<file path="config.mk">
export PLATFORM = sky130hd
export DESIGN_NAME = dma_ctrl
export DESIGN_NICKNAME = d
export VERILOG_FILES = /design/src/rtl/dma_ctrl.sv
export SDC_FILE = /design/constraint.sdc
export NUM_CORES = 1
export LEC_CHECK = 0
export ABC_CLOCK_PERIOD_IN_PS = 3230
export BUFFER_PORTS_ARGS = -buffer_cell sky130_fd_sc_hd__buf_2
export CORE_UTILIZATION = 52
export CTS_BUF_LIST = sky130_fd_sc_hd__clkbuf_8
export DETAILED_ROUTE_END_ITERATION = 7
export MAX_ROUTING_LAYER = met4
export PLACE_DENSITY = 0.83
export SLEW_MARGIN = 20
export SYNTH_ARGS = -nofsm -noshare
export SYNTH_HDL_FRONTEND = slang
export SYNTH_SLANG_ARGS = --single-unit
</file>
<file path="constraint.sdc">
create_clock -name clk -period 3.23 [get_ports clk]
set_input_delay 0.323 -clock clk [delete_from_list [all_inputs] [get_ports clk]]
set_output_delay 0.323 -clock clk [all_outputs]
set_load 0.005 [all_outputs]
</file>
<file path="src/rtl/dma_ctrl.sv">
// dma_ctrl: single-channel word DMA between an external DRAM port and the
// CPU's SRAM. A command from the CPU freezes the pipeline (stall) and copies
// dmaWidth 32-bit words one at a time, DRAM->SRAM or SRAM->DRAM. A
// one-cycle done pulse then releases the CPU.
//
// Ports
//   clk, reset          : clock (rising edge) / asynchronous active-low reset
//   dmaCmd              : 00 none, 01 DRAM->SRAM, 10 SRAM->DRAM, 11 ignored
//   dmaSrcAddress       : byte address of the first source word
//   dmaDstAddress       : byte address of the first destination word
//   dmaWidth            : word count, 0..1023
//   stall               : CPU freeze and SRAM-port ownership
//   done                : one-cycle completion pulse
//   sram*               : SRAM port; read is combinational, write is on the clock edge
//   dram*               : DRAM request/ack port; read data is valid with dramAck
module dma_ctrl #(
  parameter int SRAM_WORDS = 16384
) (
  input  logic        clk,
  input  logic        reset,
  input  logic [1:0]  dmaCmd,
  input  logic [31:0] dmaSrcAddress,
  input  logic [31:0] dmaDstAddress,
  input  logic [9:0]  dmaWidth,
  output logic        stall,
  output logic        done,
  output logic [31:0] sramAddress,
  output logic        sramWriteEnable,
  output logic [31:0] sramWriteData,
  input  logic [31:0] sramReadData,
  output logic        dramReq,
  output logic        dramWe,
  output logic [31:0] dramAddress,
  output logic [31:0] dramWriteData,
  input  logic [31:0] dramReadData,
  input  logic        dramAck
);

  typedef enum logic [2:0] {
    IDLE   = 3'd0,
    DREAD  = 3'd1,
    SWRITE = 3'd2,
    SREAD  = 3'd3,
    DWRITE = 3'd4,
    DONE   = 3'd5
  } state_t;

  state_t      state_r;
  state_t      state_nxt_s;
  logic [31:0] src_r;
  logic [31:0] dst_r;
  logic [31:0] data_r;
  logic [9:0]  width_r;
  logic [9:0]  i_r;

  logic        cmd_go_s;
  logic        last_s;
  logic [31:0] cur_src_s;
  logic [31:0] cur_dst_s;
  logic        unused_s;

  // The SRAM decodes only byte address [15:2] modulo its depth. The index is
  // presented already folded so the address on the port is the word actually hit.
  function automatic logic [31:0] sram_word_addr(input logic [31:2] word_addr);
    logic [31:0] word_s;
    word_s = {18'd0, word_addr[15:2]} % 32'(SRAM_WORDS);
    return {word_addr[31:16], 16'd0} | (word_s << 2);
  endfunction

  // Byte-lane bits of the start addresses carry no meaning for word transfers.
  assign unused_s  = ^{dmaSrcAddress[1:0], dmaDstAddress[1:0]};

  assign cmd_go_s  = (dmaCmd == 2'b01) || (dmaCmd == 2'b10);
  assign last_s    = ((i_r + 10'd1) == width_r);
  assign cur_src_s = src_r + {20'd0, i_r, 2'b00};
  assign cur_dst_s = dst_r + {20'd0, i_r, 2'b00};

  // FSM state register
  always_ff @(posedge clk or negedge reset) begin
    if (!reset) begin
      state_r <= IDLE;
    end else begin
      state_r <= state_nxt_s;
    end
  end

  // Transfer parameters, word index and the one-word data buffer
  always_ff @(posedge clk or negedge reset) begin
    if (!reset) begin
      src_r   <= 32'd0;
      dst_r   <= 32'd0;
      width_r <= 10'd0;
      i_r     <= 10'd0;
      data_r  <= 32'd0;
    end else begin
      case (state_r)
        IDLE: begin
          if (cmd_go_s) begin
            src_r   <= {dmaSrcAddress[31:2], 2'b00};
            dst_r   <= {dmaDstAddress[31:2], 2'b00};
            width_r <= dmaWidth;
            i_r     <= 10'd0;
          end
        end
        DREAD: begin
          if (dramAck) begin
            data_r <= dramReadData;
          end
        end
        SWRITE: begin
          i_r <= i_r + 10'd1;
        end
        SREAD: begin
          data_r <= sramReadData;
        end
        DWRITE: begin
          if (dramAck) begin
            i_r <= i_r + 10'd1;
          end
        end
        DONE: begin
          i_r <= 10'd0;
        end
        default: begin
          i_r <= 10'd0;
        end
      endcase
    end
  end

  // FSM next-state logic
  always_comb begin
    state_nxt_s = state_r;
    case (state_r)
      IDLE: begin
        if (dmaCmd == 2'b01) begin
          state_nxt_s = (dmaWidth == 10'd0) ? DONE : DREAD;
        end else if (dmaCmd == 2'b10) begin
          state_nxt_s = (dmaWidth == 10'd0) ? DONE : SREAD;
        end else begin
          state_nxt_s = IDLE;
        end
      end
      DREAD: begin
        if (dramAck) begin
          state_nxt_s = SWRITE;
        end else begin
          state_nxt_s = DREAD;
        end
      end
      SWRITE: begin
        state_nxt_s = last_s ? DONE : DREAD;
      end
      SREAD: begin
        state_nxt_s = DWRITE;
      end
      DWRITE: begin
        if (dramAck) begin
          state_nxt_s = last_s ? DONE : SREAD;
        end else begin
          state_nxt_s = DWRITE;
        end
      end
      DONE: begin
        state_nxt_s = IDLE;
      end
      default: begin
        state_nxt_s = IDLE;
      end
    endcase
  end

  // FSM outputs. stall is combinational so the CPU freezes in the very cycle
  // a command appears; it is gated by reset so it stays low while reset is held.
  always_comb begin
    stall           = 1'b0;
    done            = 1'b0;
    sramAddress     = 32'd0;
    sramWriteEnable = 1'b0;
    sramWriteData   = 32'd0;
    dramReq         = 1'b0;
    dramWe          = 1'b0;
    dramAddress     = 32'd0;
    dramWriteData   = 32'd0;
    case (state_r)
      IDLE: begin
        stall = cmd_go_s & reset;
      end
      DREAD: begin
        stall       = 1'b1;
        dramReq     = 1'b1;
        dramAddress = cur_src_s;
      end
      SWRITE: begin
        stall           = 1'b1;
        sramWriteEnable = 1'b1;
        sramAddress     = sram_word_addr(cur_dst_s[31:2]);
        sramWriteData   = data_r;
      end
      SREAD: begin
        stall       = 1'b1;
        sramAddress = sram_word_addr(cur_src_s[31:2]);
      end
      DWRITE: begin
        stall         = 1'b1;
        dramReq       = 1'b1;
        dramWe        = 1'b1;
        dramAddress   = cur_dst_s;
        dramWriteData = data_r;
      end
      DONE: begin
        done = 1'b1;
      end
      default: begin
        stall = 1'b0;
      end
    endcase
  end

endmodule

</file>
==> results.txt, run 1 <==
crit-path max FO = 3
final period utilization = 1.05
Worst-Margin Slew = 1.13 ns
Die Ht = 123 um
clk_skew = 0.00849 ns
Initial Utilization = 0.541
fmax = 294 MHz
Synth top area share = 0.378
met2 usage = 0.492
Setup crit start = i_r[0]
global-route wire length before repair = 34.6 mm
cells after synthesis = 809
Clk Latency, worst-skew pair = 0.44 ns
top cells by count, synth = dfrtp_1 (115), nand2_1 (70), mux2_2 (65), o21ai_0 (60)
RSZ-0062 raised after global routing = yes
Final TNS setup = -1.66 ns
vias after detailed routing = 7517
DRT antenna net count = 0
crit path time final = 3.41 ns
HPWL after DPL = 16.5 mm
met1 Usage GRT = 0.387
Setup-failing EPs final = 23
reported net switching power = 3570 uW
CTS max path bufs = 2
global-route layer with the greatest usage = met2
Die Wd = 123 um
Hold Path Class = in -> async
dpl cells = 1223
area leader, netlist = dfrtp_1
Pint = 5080 uW
Post-Syn Area = 7620 um^2
synth-to-layout area growth = 32.1%
register area = 2880 um^2
register bit total from synthesis = 115
worst r2r src = i_r[0]
Avg Cell Area, Syn = 9.42 um^2
Yosys cell types = 60
IO Pins = 276
htree depth = 4
Sink Count = 115
status = finished, violations left
Worst-path clk slew = 0.07 ns
Pwr Total = 8650 uW
Num CTS Buffers = 17
DRT Wirelength = 23.8 mm
number of synthesized flops with an enable pin = 0
clk root buf = clkbuf_8
Synthesis Warnings = 0
routed len/inst = 18.7 um
row cnt = 43
gr usage total = 0.309
clock share of power = 0.177
Top FF cell, synth = dfrtp_1
CP required = 2.91 ns
Crit path largest cell delay = 0.41 ns
DRT iter0 DRCs = 709
# DRC = 0
CTS tree = built
total power divided by cell area = 860 nW/um^2
CTS Hold Bufs = 0
pin count of the biggest net entering global routing = 116
M3 GR Usage = 0.0637
WS Path Type = reg -> out
sequence of cells on the critical path = buf_6 -> ha_4 -> buf_4 -> a211o_1 -> a211oi_4 -> nor3_4 -> buf_4 -> o21ai_1 -> xor2_1 -> o22ai_1 -> buf_2
maximum vdd ir drop = 471 uV
Max Slew Vio Count = 0
hold slack = 0.0123 ns
leakage = 0.00505 uW
Flop pwr share = 0.328
vias in the first global route = 6773
core footprint = 14100 um^2
register area share after synthesis = 0.378
routability cong. = 0.946
CP endpoint kind = primary output
final core occ = 0.714
Post-synth ARST share = 1.00
Arrival @ worst endpoint = 3.08 ns
count leader, synth = dfrtp_1
ranking of synthesized cells by area = dfrtp_1 (38%), mux2_2 (9.6%), mux2i_1 (4.2%)
DR vias/cell = 5.91
grt ovf = 0
Die ar. = 15100 um^2
most frequent CP cell = buf_4
Startpoint Class = flip-flop
nets@finish = 1246
Comb power frac = 0.495
number of fill cells = 1078
# port buffers = 267
layout cell share with drive strength beyond 1 = 0.425
initial antenna violation count = 1
Detailed Routing Iterations Pass 1 = 7
Final WS setup = -0.176 ns
Switching Fraction = 0.413
Final Hold Viols = 0
area occupied by multi-input gates = 4840 um^2
Slew headroom = 0.245
Finished Layout Cells = 1271
Critical Path Slowest Stage Cell = xor2_1
failing checks = setup timing
max-cap viol count = 0
==> worst paths after layout <==
kind                                    to  slack [ns]  depth (start not counted)
hold reg to reg                  data_r[6]        0.49                          2
min in group clk                  src_r[3]        0.10                          3
setup / recovery           dramAddress[17]       -0.18                         11
hold / removal                   dst_r[23]        0.01                          2
setup reg to reg                state_r[1]        0.77                         11
max in group asynchronous           i_r[2]        2.71                          2
==> placed cells by master (no fill, tap or decap), drive strengths merged, types with 15 or more instances in the layout <==
master  instances
buf           296
dfrtp         115
nand2          70
o21ai          66
mux2           65
nor2           46
o22ai          45
and3           41
and2           34
xnor2          34
xor2           34
mux2i          32
ha             23
clkbuf         22
nand3          21
a21oi          18
a22o           17
inv            15
==> registers in the layout, indices dropped and copies added (netlist names) <==
name / flops
data_r: 32
dst_r: 30
src_r: 30
i_r: 10
width_r: 10
state_r: 3
==> power groups by stage <==
| stage | clock network [uW] | registers (uW) | logic [uW] |
|---|---|---|---|
| after floorplan | 0 | 2530 | 2840 |
| after global placement | 0 | 2730 | 3860 |
| after detailed placement | 0 | 2770 | 3970 |
| after CTS | 1550 | 2760 | 4050 |
| after global routing | 1620 | 2920 | 4710 |
| final | 1530 | 2840 | 4280 |
==> kinds of logic after synthesis <==
kind of cell,after synthesis,synth area share
AND/OR/NAND/NOR,257,0.173
adder cells (fa/ha/maj),25,0.0430
buffers and inverters,65,0.0371
XOR/XNOR,68,0.0782
flip-flops,115,0.378
other,1,0.000492
AO/OA/AOI/OAI,181,0.152
multiplexers,97,0.138
==> critical path: cells and delay by family, from the launching register on <==
kind / cells / cell delay (ns)
flops: 1 / 0.40
simple gates: 1 / 0.10
fa+ha+maj: 1 / 0.15
buf+inv: 4 / 0.61
compound gates: 4 / 0.96
xor+xnor: 1 / 0.41
==> layout make-up <==
| cell class | instances | share of cell area |
|---|---|---|
| Inverter | 16 | 0.00597 |
| Multi-Input combinational cell | 632 | 0.480 |
| Timing Repair Buffer | 296 | 0.159 |
| Clock buffer | 22 | 0.0301 |
| Sequential cell | 115 | 0.287 |
| Antenna cell | 1 | 0.000249 |
| Clock inverter | 9 | 0.0149 |
| Tap cell | 180 | 0.0224 |
==> metrics by stage <==
stage / cell area, um^2 / setup WS, ns
2_1_floorplan: 7630 / 0.636
3_3_place_gp: 9120 / 0.355
3_5_place_dp: 9120 / 0.292
4_1_cts: 9720 / -0.101
5_1_grt: 10100 / -0.341
6_report: 10100 / -0.176
==> routing by layer <==
layer  wire length [um]  up-vias
met3               1830       67
met1               9640     3616
met2              11600      398
met4                726        0
met5                  0        -
li1                   -     3436
==> timing repair <==
item,4_1_cts,5_1_grt
endpoints found under the hold margin,0,0
pin swaps,14,34
gates cloned,1,0
gates resized for setup,16,52
endpoints found under the setup margin,24,42
buffers inserted,5,11
Note: power is estimated with default switching activity, not from simulation.
==> run 2: changes to the inputs <==
CORE_UTILIZATION = 51   (was 52)
CTS_BUF_LIST = default   (was sky130_fd_sc_hd__clkbuf_8)
PLACE_DENSITY = 0.82   (was 0.83)
SETUP_SLACK_MARGIN = 0.15   (was default)
==> results.txt, run 2 (synthesis results as in run 1) <==
crit path time final = 3.43 ns
dpl cells = 1228
core footprint = 14500 um^2
register area = 2890 um^2
status = finished, violations left
total power divided by cell area = 884 nW/um^2
Startpoint Class = flip-flop
Final WS setup = -0.197 ns
DRT antenna net count = 0
maximum vdd ir drop = 482 uV
CP endpoint kind = primary output
Die ar. = 15400 um^2
DRT iter0 DRCs = 601
area occupied by multi-input gates = 5070 um^2
Final TNS setup = -1.04 ns
HPWL after DPL = 16.7 mm
vias after detailed routing = 7682
DR vias/cell = 5.92
max-cap viol count = 0
Sink Count = 115
failing checks = setup timing
Num CTS Buffers = 17
pin count of the biggest net entering global routing = 76
flip-flop count of the largest register after layout = 32
layout cell share with drive strength beyond 1 = 0.462
Worst-path clk slew = 0.06 ns
DRT Wirelength = 25.7 mm
routability cong. = 0.930
initial antenna violation count = 0
Antenna Cells = 0
commonest non-fill, non-tap cell in the layout = buf_2
CTS max path bufs = 2
leakage = 0.00530 uW
fmax = 292 MHz
htree depth = 4
clk_skew = 0.00796 ns
WS Path Type = reg -> out
Slew headroom = 0.250
largest reg by FF count = data_r
CP required = 2.91 ns
Largest regs = data_r x32, dst_r x30, src_r x30
Max Slew Vio Count = 0
most frequent cells in the layout = buf_2 (266), dfrtp_1 (108), nand2_1 (69), mux2_2 (65), o21ai_0 (57)
synth-to-layout area growth = 40.1%
Initial Utilization = 0.524
Finished Layout Cells = 1297
clk root buf = clkbuf_16
global-route wire length before repair = 37.6 mm
Setup-failing EPs final = 15
Worst-Margin Slew = 1.12 ns
Arrival @ worst endpoint = 3.10 ns
row cnt = 44
Clk Latency, worst-skew pair = 0.42 ns
final period utilization = 1.06
RSZ-0062 raised after global routing = yes
nets@finish = 1268
crit-path max FO = 3
vias in the first global route = 7192
routed len/inst = 19.8 um
Die Wd = 124 um
CTS tree = built
Hold Path Class = in -> reg
# DRC = 0
Detailed Routing Iterations Pass 1 = 5
number of fill cells = 1037
# port buffers = 267
grt ovf = 0
Die Ht = 124 um
gr usage total = 0.319
Final Hold Viols = 0
IO Pins = 276
-- run 2: cell type report --
type                    count  area share
clock buffers              23      0.0457
flip-flops and latches    115       0.270
clock inverters             9      0.0141
repair buffers            318       0.167
inverters                  16     0.00563
well taps                 184      0.0216
multi-input cells         632       0.476
-- run 2: repair_timing --
action | in CTS | in global routing
setup endpoints to repair | 44 | 41
cloned | 1 | 0
hold endpoints to repair | 25 | 0
pin swaps | 29 | 36
resized for setup | 65 | 50
hold buffers | 1 | 0
setup buffers | 14 | 21
-- run 2: path summary, 6_finish.rpt --
path,start,endpoint,slack (ns),depth (start not counted)
setup reg to reg,state_r[0],data_r[7],0.99,6
hold reg to reg,data_r[18],data_r[18],0.49,2
setup / recovery,i_r[0],sramAddress[14],-0.20,11
hold / removal,dmaSrcAddress[9],src_r[9],0.13,2
max in group asynchronous,reset,i_r[1],1.85,3
min in group asynchronous,reset,data_r[16],0.36,2
-- run 2: worst max-delay path, stage by stage, from the launching register on --
cell and delay [ns]:
dfrtp_2 0.45, ha_4 0.18, inv_2 0.05, fa_2 0.20, nor2b_2 0.05, o31a_1 0.27, o31a_1 0.32, nand2b_4 0.20
o2111ai_2 0.20, xor2_1 0.42, o22ai_1 0.19, buf_2 0.17
-- run 2: per-stage QoR --
stage | hold slack (ns) | utilization | total power (uW) | setup slack, ns | area [um^2]
finish | 0.134 | 0.734 | 9430 | -0.197 | 10700
global route | 0.132 | 0.734 | 9940 | -0.220 | 10700
CTS | 0.125 | 0.703 | 9060 | -0.00671 | 10200
detailed placement | 0.260 | 0.627 | 6760 | 0.202 | 9120
global placement | 0.260 | 0.627 | 6600 | 0.303 | 9120
floorplan | 0.0274 | - | 5380 | 0.636 | 7630
-- run 2: per-layer routing --
| layer | routed length [um] | vias up | track usage |
|---|---|---|---|
| met5 | 0 | - | - |
| met4 | 789 | 0 | 0.113 |
| met3 | 1940 | 82 | 0.0711 |
| met2 | 12700 | 430 | 0.511 |
| met1 | 10300 | 3683 | 0.397 |
| li1 | - | 3487 | - |
-- run 2: power breakdown --
part / internal (uW) / total (uW) / switching, uW
sequential: 2130 / 2880 / 758
combinational: 2130 / 4520 / 2380
clock: 1370 / 2030 / 665
total: 5630 / 9430 / 3800
==> run 3: changes to the inputs <==
ABC_CLOCK_PERIOD_IN_PS = 4250   (was 3230)
CORE_MARGIN = 2   (was default)
CORE_UTILIZATION = 55   (was 51)
PLACE_DENSITY = 0.87   (was 0.82)
clock period = 4.25 ns   (was 3.23 ns; I/O delays follow)
==> results.txt, run 3 (synthesis results as in run 1) <==
status = finished clean
Hold Path Class = in -> async
final period utilization = 0.902
Num CTS Buffers = 17
initial antenna violation count = 0
synth-to-layout area growth = 26.7%
# DRC = 0
routability cong. = 0.946
Worst-path clk slew = 0.05 ns
Largest regs = data_r x32, dst_r x30, src_r x30
WS Path Type = reg -> out
maximum vdd ir drop = 424 uV
clk_skew = 0.00697 ns
Pint = 3940 uW
crit path time final = 3.83 ns
met2 usage = 0.483
dpl ws = 0.839 ns
Initial Utilization = 0.555
HPWL after DPL = 16.4 mm
# port buffers = 267
DRT Wirelength = 22.4 mm
Worst-Margin Slew = 0.991 ns
worst r2r dst = data_r[0]
routed len/inst = 17.9 um
layout cell share with drive strength beyond 1 = 0.365
pin count of the biggest net entering global routing = 76
Setup crit start = i_r[0]
Final TNS setup = 0 ns
gr usage total = 0.308
hold slack = 0.0574 ns
most frequent cells in the layout = buf_2 (266), dfrtp_1 (115), nand2_1 (70), mux2_2 (65), o21ai_0 (60)
flip-flop count of the largest register after layout = 32
nets@finish = 1225
row cnt = 43
vias in the first global route = 6757
fmax = 261 MHz
Switching Fraction = 0.400
worst r2r src = state_r[2]
CTS Hold Bufs = 0
DRT iter0 DRCs = 563
Post-CTS Setup Bufs = 0
clock share of power = 0.216
Detailed Routing Iterations Pass 1 = 5
leakage = 0.00494 uW
M3 GR Usage = 0.0693
htree depth = 4
Die Wd = 122 um
CTS max path bufs = 2
Arrival @ worst endpoint = 3.41 ns
Final WS setup = 0.418 ns
vias after detailed routing = 7322
CP required = 3.83 ns
global-route wire length before repair = 34.4 mm
met1 Usage GRT = 0.388
reported net switching power = 2630 uW
Max Slew Vio Count = 0
DRT antenna net count = 0
CP endpoint kind = primary output
commonest non-fill, non-tap cell in the layout = buf_2
CTS tree = built
Flop pwr share = 0.321
Sink Count = 115
clk root buf = clkbuf_16
Startpoint Class = flip-flop
Comb power frac = 0.463
Slew headroom = 0.337
Clk Latency, worst-skew pair = 0.42 ns
core footprint = 13700 um^2
largest reg by FF count = data_r
DR vias/cell = 5.86
worst reg2reg setup slack = 1.83 ns
global-route layer with the greatest usage = met2
Critical Path End = dramAddress[22]
Crit path largest cell delay = 0.52 ns
R2R depth = 8
Critical Path Slowest Stage Cell = dfrtp_1
sequence of cells on the critical path = ha_1 -> inv_1 -> fa_1 -> nor2b_1 -> o31a_1 -> o31ai_2 -> o21ai_4 -> nand4_1 -> xor2_1 -> o22ai_1 -> buf_2
Die ar. = 14800 um^2
Die Ht = 122 um
Antenna Cells = 0
max-cap viol count = 0
Pwr Total = 6570 uW
Setup-failing EPs final = 0
IO Pins = 276
RSZ-0062 raised after global routing = no
total power divided by cell area = 680 nW/um^2
Final Hold Viols = 0
crit-path max FO = 10
grt ovf = 0
run 3: through the flow:
step | utilization | cells | cell area, um^2
after floorplan | - | 812 | 7630
after global placement | 0.660 | 1218 | 9060
after detailed placement | 0.660 | 1218 | 9060
after CTS | 0.703 | 1250 | 9650
after global routing | 0.704 | 1250 | 9650
final | 0.704 | 1250 | 9650
run 3: area by class of cell:
| type | count | area (um^2) |
|---|---|---|
| sequential | 115 | 2880 |
| fill | 1059 | 4070 |
| timing repair buffer | 275 | 1400 |
| tap | 180 | 225 |
| inverter | 16 | 60.1 |
| clock buffer | 22 | 484 |
| clock inverter | 10 | 105 |
| multi-input combinational | 632 | 4500 |
run 3: routing by layer:
metal / share of wire / wire (um)
met5: 0 / 0
met4: 0.029 / 648
met3: 0.071 / 1590
met2: 0.48 / 10800
met1: 0.42 / 9370
run 3: worst max-delay path, delay by kind of cell (launching register included):
| family | cells | cell delay, ns |
|---|---|---|
| AND/OR/NAND/NOR | 2 | 0.35 |
| buffers and inverters | 2 | 0.26 |
| flip-flops | 1 | 0.52 |
| AO/OA/AOI/OAI | 4 | 0.99 |
| adder cells (fa/ha/maj) | 2 | 0.67 |
| XOR/XNOR | 1 | 0.18 |
run 3: power by group through the flow:
stage	clock, uW	sequential, uW	combinational, uW
floorplan	0	1930	2160
global placement	0	2080	2900
detailed placement	0	2100	3000
CTS	1430	2090	3020
global route	1490	2180	3330
finish	1420	2110	3040
run 3: repair_timing:
action | in CTS | in global routing
resized for setup | 0 | 1
hold endpoints to repair | 0 | 0
endpoints found under the setup margin | 0 | 1
run 3: how the worst min path moves through the flow:
stage / to / cells past startpoint
floorplan: data_r[0] / 0
global placement: data_r[11] / 2
finish: data_r[27] / 1
detailed placement: data_r[13] / 2
global route: data_r[27] / 1
CTS: data_r[26] / 1
